`config.mk`:
```
export PLATFORM = sky130hd
export DESIGN_NAME = btb_assoc
export DESIGN_NICKNAME = d
export VERILOG_FILES = /design/src/rtl/btb_assoc.sv
export SDC_FILE = /design/constraint.sdc
export NUM_CORES = 2
export LEC_CHECK = 0
export ABC_AREA = 0
export BUFFER_PORTS_ARGS = -buffer_cell sky130_fd_sc_hd__clkbuf_2
export CORE_MARGIN = 3
export CORE_UTILIZATION = 40
export CTS_BUF_LIST = sky130_fd_sc_hd__clkbuf_4
export DETAILED_ROUTE_END_ITERATION = 8
export SLEW_MARGIN = 20
export SYNTH_ARGS = -nofsm -noshare
export SYNTH_HDL_FRONTEND = slang
export SYNTH_SLANG_ARGS = --single-unit
```
`constraint.sdc`:
```
create_clock -name clk -period 16.4 [get_ports clk]
set_clock_uncertainty 0.05 [all_clocks]
set_input_delay 4.1 -clock clk [delete_from_list [all_inputs] [get_ports clk]]
set_output_delay 4.1 -clock clk [all_outputs]
set_load 0.05 [all_outputs]
```
`src/rtl/btb_assoc.sv`:
```
// Set-associative branch target buffer with per-entry saturating counters and round-robin victims.
// Optional build macro BTB_ASSOC_BYPASS_EN forwards a same-cycle update to a matching lookup.
module btb_assoc #(
   parameter int SETS     = 16,
   parameter int WAYS     = 2,
   parameter int CTR_BITS = 2
) (
   input  logic        clk,
   input  logic        rst,
   input  logic        flush,
   input  logic [31:0] fetch_pc,
   output logic [31:0] fetch_target,
   output logic        fetch_taken,
   output logic        fetch_hit,
   input  logic        upd_valid,
   input  logic [31:0] upd_pc,
   input  logic [31:0] upd_target,
   input  logic        upd_taken,
   input  logic        upd_is_jump
);

   localparam int IDX_W = $clog2(SETS);
   localparam int TAG_W = 30 - IDX_W;
   localparam int WAY_W = (WAYS > 1) ? $clog2(WAYS) : 1;
   localparam logic [CTR_BITS-1:0] CTR_MAX  = {CTR_BITS{1'b1}};
   localparam logic [CTR_BITS-1:0] CTR_WEAK = CTR_BITS'(1 << (CTR_BITS - 1));

   logic                valid_q  [SETS][WAYS];
   logic                valid_d  [SETS][WAYS];
   logic [TAG_W-1:0]    tag_q    [SETS][WAYS];
   logic [TAG_W-1:0]    tag_d    [SETS][WAYS];
   logic [31:0]         target_q [SETS][WAYS];
   logic [31:0]         target_d [SETS][WAYS];
   logic [CTR_BITS-1:0] ctr_q    [SETS][WAYS];
   logic [CTR_BITS-1:0] ctr_d    [SETS][WAYS];
   logic [WAY_W-1:0]    rr_q     [SETS];
   logic [WAY_W-1:0]    rr_d     [SETS];

   logic [IDX_W-1:0] u_idx;
   logic [TAG_W-1:0] u_tag;
   logic             u_hit;
   logic [WAY_W-1:0] u_way;
   logic             inv_found;
   logic [WAY_W-1:0] inv_way;
   logic [WAY_W-1:0] victim;
   logic             u_taken;

   assign u_idx   = upd_pc[IDX_W+1:2];
   assign u_tag   = upd_pc[31:IDX_W+2];
   assign u_taken = upd_is_jump | upd_taken;

   always_comb begin
      u_hit     = 1'b0;
      u_way     = '0;
      inv_found = 1'b0;
      inv_way   = '0;
      for (int w = 0; w < WAYS; w++) begin
         if (valid_q[u_idx][w] && (tag_q[u_idx][w] == u_tag)) begin
            u_hit = 1'b1;
            u_way = WAY_W'(w);
         end
      end
      // Scan downwards so the lowest-index invalid way wins.
      for (int w = WAYS - 1; w >= 0; w--) begin
         if (!valid_q[u_idx][w]) begin
            inv_found = 1'b1;
            inv_way   = WAY_W'(w);
         end
      end
      victim = inv_found ? inv_way : rr_q[u_idx];
   end

   always_comb begin
      valid_d  = valid_q;
      tag_d    = tag_q;
      target_d = target_q;
      ctr_d    = ctr_q;
      rr_d     = rr_q;
      if (flush) begin
         for (int s = 0; s < SETS; s++) begin
            rr_d[s] = '0;
            for (int w = 0; w < WAYS; w++) begin
               valid_d[s][w] = 1'b0;
            end
         end
      end else if (upd_valid) begin
         if (u_hit) begin
            if (upd_is_jump) begin
               ctr_d[u_idx][u_way] = CTR_MAX;
            end else if (upd_taken) begin
               if (ctr_q[u_idx][u_way] != CTR_MAX) begin
                  ctr_d[u_idx][u_way] = ctr_q[u_idx][u_way] + 1'b1;
               end
            end else if (ctr_q[u_idx][u_way] != '0) begin
               ctr_d[u_idx][u_way] = ctr_q[u_idx][u_way] - 1'b1;
            end
            if (u_taken) begin
               target_d[u_idx][u_way] = upd_target;
            end
         end else if (u_taken) begin
            valid_d[u_idx][victim]  = 1'b1;
            tag_d[u_idx][victim]    = u_tag;
            target_d[u_idx][victim] = upd_target;
            ctr_d[u_idx][victim]    = upd_is_jump ? CTR_MAX : CTR_WEAK;
            if (!inv_found && (WAYS > 1)) begin
               rr_d[u_idx] = rr_q[u_idx] + 1'b1;
            end
         end
      end
   end

   // Tags and targets carry no reset; an entry is only meaningful while valid.
   always_ff @(posedge clk) begin
      tag_q    <= tag_d;
      target_q <= target_d;
      if (rst) begin
         for (int s = 0; s < SETS; s++) begin
            rr_q[s] <= '0;
            for (int w = 0; w < WAYS; w++) begin
               valid_q[s][w] <= 1'b0;
               ctr_q[s][w]   <= '0;
            end
         end
      end else begin
         valid_q <= valid_d;
         ctr_q   <= ctr_d;
         rr_q    <= rr_d;
      end
   end

   logic [IDX_W-1:0]    f_idx;
   logic [TAG_W-1:0]    f_tag;
   logic                v_valid [WAYS];
   logic [TAG_W-1:0]    v_tag   [WAYS];
   logic [CTR_BITS-1:0] v_ctr   [WAYS];
   logic [31:0]         v_tgt   [WAYS];
   logic                f_hit;
   logic [CTR_BITS-1:0] f_ctr;
   logic [31:0]         f_tgt;

   assign f_idx = fetch_pc[IDX_W+1:2];
   assign f_tag = fetch_pc[31:IDX_W+2];

`ifdef BTB_ASSOC_BYPASS_EN
   logic fwd;
   assign fwd = upd_valid && !rst && !flush && (u_idx == f_idx) && (u_tag == f_tag);
`endif

   always_comb begin
      for (int w = 0; w < WAYS; w++) begin
         v_valid[w] = valid_q[f_idx][w];
         v_tag[w]   = tag_q[f_idx][w];
         v_ctr[w]   = ctr_q[f_idx][w];
         v_tgt[w]   = target_q[f_idx][w];
`ifdef BTB_ASSOC_BYPASS_EN
         // Matching update: present the set as it will look after this edge.
         if (fwd) begin
            v_valid[w] = valid_d[f_idx][w];
            v_tag[w]   = tag_d[f_idx][w];
            v_ctr[w]   = ctr_d[f_idx][w];
            v_tgt[w]   = target_d[f_idx][w];
         end
`endif
      end
   end

   always_comb begin
      f_hit = 1'b0;
      f_ctr = '0;
      f_tgt = '0;
      for (int w = 0; w < WAYS; w++) begin
         if (v_valid[w] && (v_tag[w] == f_tag)) begin
            f_hit = 1'b1;
            f_ctr = v_ctr[w];
            f_tgt = v_tgt[w];
         end
      end
   end

   assign fetch_hit    = f_hit;
   assign fetch_taken  = f_hit && f_ctr[CTR_BITS-1];
   assign fetch_target = fetch_taken ? f_tgt : fetch_pc + 32'd4;

endmodule
```
==> out/qor.yml <==
slew_headroom_pct: 21.2
path_delay_family: "buffers and inverters"
endpoint_kind: "primary output"
rr_worst_depth: 11
cts_buffer_depth: 4
gp_congestion: 0.864
synth_cell_type_count: 89
core_area_um2: 233000
timing.rr.start: "tag_q[515]"
maxCapViolations: 0
cts_buffers: 496
critPathMaxFanout: 58
gr-usage-met1_pct: 32.6
status: "finished, final reports clean"
synth_nets: 5920
place.port_buffers: 133
fin_nets: 6110
powerDensity_nw_per_um2: 98.7
synth.ff_latch_count: 1968
grt_setup_unrepaired: "false"
cts_root_buf: "clkbuf_4"
ff2ff_setup_slack_ns: 9.54
grt_use_total_pct: 25.1
cts_tree: "built"
via_count: 58600
antenna_found_initial: 27
ff_latch_area_um2: 58000
dieWidth_um: 491
ys_warn_count: 0
grt_overflow: 0
cp_slowest_cell: "or4_1"
syn_area_per_cell_um2: 16.2
drive_gt1_share_pct: 30.8
fin_ws_ns: 2.47
crit_required_ns: 12.25
die-area_um2: 241000
fmaxAchievable_mhz: 71.8
fin_crit_sh_pct: 84.9
drt-vias-per-instance: 6.19
initial_core_util_pct: 40.3
synth_common_cells: "1,856 x edfxtp_1, 848 x and3_1, 728 x mux4_2"
startpoint: "fetch_pc[2]"
critPathCapture: "fetch_target[21]"
hpwl_mm: 169
synthCells: 5815
setup_viol: 0
clk_latency_ns: 1.43
path_class: "input pin to primary output"
dp_slack_ns: 2.45
synth_top_area_cell: "edfxtp_1"
async_flop_share_pct: 0
wl_per_cell_um: 32.4
post_cts_buffers: 0
multi_input_area_um2: 33800
clkTransAtPathRegs_ns: 0.07
num_io_pins: 136
fillCellCount: 20600
ir_drop_mv: 0.0704
ys_seq_area_share_pct: 61.7
cts_resized: 0
ys.flop_type: "edfxtp_1"
area_delta_synth_final_pct: 10.6
cts_htree_levels: 5
maxSlewViolCount: 0
crit_cells: 14
finalCriticalPeriod_ns: 13.93
grt_pass1_wl_mm: 436
path_buf_inv: 6
drc_errors: 0
r2r_end: "target_q[439]"
met2_usage_pct: 40.3
hold_buffers: 0
num_rows: 177
cts_sinks: 1968
grt_max_degree: 313
yosys-top-cells-area: "edfxtp_1 59%, mux4_2 17%, and3_1 5.6%"
synth_edf_count: 1856
synth.top_cell.area_share_pct: 59.3
slowest_delay_ns: 0.65
dr.pass1.iters: 6
arrival_ns: 9.78
synth_area_um2: 94000
drtIter0Drc: 7403
leakage_uw: 0.0341
gr-usage-met3_pct: 5.75
min_path_type: "flop to flop"
grt_pass1_vias: 59600
setup_tns_ns: 0
ant_nets: 0
crit_path_start_kind: "input pin"
routed_wl_mm: 307
synth_most_common_cell: "edfxtp_1"
top_usage_layer: "met2"
final-hold-violation-count: 0
worstMarginPinSlew_ns: 1.18
die_h_um: 491
path_cells: "buf_8 -> buf_12 -> mux4_2 -> mux4_2 -> xor2_1 -> nor4_1 -> nand3_1 -> or4_1 -> buf_4 -> inv_2 -> buf_4 -> o2bb2ai_1 -> mux2_1 -> clkbuf_2"
state kept, by name, indices dropped and copies added (netlist names):
signal	flops
tag_q	832
valid_q	32
target_q	1024
ctr_q	64
rr_q	16
how the worst min path moves through the flow:
stage               startpoint   endpoint  slack (ns)  depth (start not counted)
global route         ctr_q[22]  ctr_q[22]        0.44                          2
global placement     ctr_q[22]  ctr_q[22]        0.39                          2
floorplan            ctr_q[22]  ctr_q[22]        0.38                          2
detailed placement   ctr_q[22]  ctr_q[22]        0.40                          2
finish               ctr_q[22]  ctr_q[22]        0.41                          2
CTS                  ctr_q[22]  ctr_q[22]        0.41                          2
layout make-up:
| type | instances | area share, % |
|---|---|---|
| timing repair buffer | 305 | 2.11 |
| antenna | 15 | 0.0361 |
| inverter | 35 | 0.126 |
| clock buffer | 722 | 5.21 |
| sequential | 1968 | 55.7 |
| multi-input combinational | 3199 | 32.5 |
| tap | 3132 | 3.77 |
| clock inverter | 99 | 0.486 |
per-layer routing:
metal,vias to the layer above,part of all wire [%]
met5,-,0.016
met4,6,4.7
met3,706,9.5
met2,3279,48
met1,30600,38
li1,24100,-
report_power, final:
group / leakage (uW) / internal (uW) / total [uW] / switching [uW]
registers: 0.0155 / 5480 / 5480 / 7.62
clock network: 0.00355 / 2050 / 4040 / 1990
logic: 0.0150 / 250 / 741 / 490
total: 0.0341 / 7780 / 10300 / 2490
worst reg2reg max path, delay by kind of cell (launching register included):
family                 cells  cell delay [ns]
AND/OR/NAND/NOR            5             2.55
buffers and inverters      2             1.28
multiplexers               2             0.97
AO/OA/AOI/OAI              1             0.65
XOR/XNOR                   1             0.55
flip-flops                 1             0.40
cells by family (layout without fill, tap and decap cells):
kind of cell               after synthesis  after routing  synth area share (%)
DFF                                   1968           1968                  61.7
and+or+nand+nor                       1561           1561                  9.67
muxes                                 1032           1032                  20.8
buffers and inverters                  648           1161                  3.08
AOI/OAI and AO/OA                      467            467                  3.54
xor gates and xnor gates               136            136                  1.27
adders and majority gates                3              3                0.0399
other                                    0             15                     0
through the flow:
step | instances | util, % | hold slack, ns | power, uW | instance area (um^2)
after floorplan | 5815 | - | 0.376 | 6050 | 94000
after global placement | 8638 | 42.0 | 0.386 | 6320 | 98000
after detailed placement | 8639 | 42.0 | 0.402 | 6330 | 98000
after CTS | 9460 | 44.6 | 0.410 | 10300 | 104000
after global routing | 9467 | 44.6 | 0.441 | 10600 | 104000
final | 9475 | 44.6 | 0.409 | 10300 | 104000
cells in the final DEF, fill, tap and decap left out, drive strengths merged, types with 10 or more instances in the layout:
cell	instances
o22ai	27
clkinv	89
mux2	62
and3	848
o2bb2ai	10
clkbuf	847
a22oi	49
nor2b	45
o31ai	10
o21ai	30
diode	15
nand4	14
a311oi	29
nor3	28
a22o	12
a21o	10
nor4	35
xnor2	69
a31oi	13
a221oi	15
nor2	173
dfxtp	112
inv	37
nand3	38
buf	180
a211oi	42
nand2b	14
mux4	728
a21oi	140
edfxtp	1856
xor2	67
and2	235
nand2	97
mux2i	242
Power figures use the tool's default switching activity.
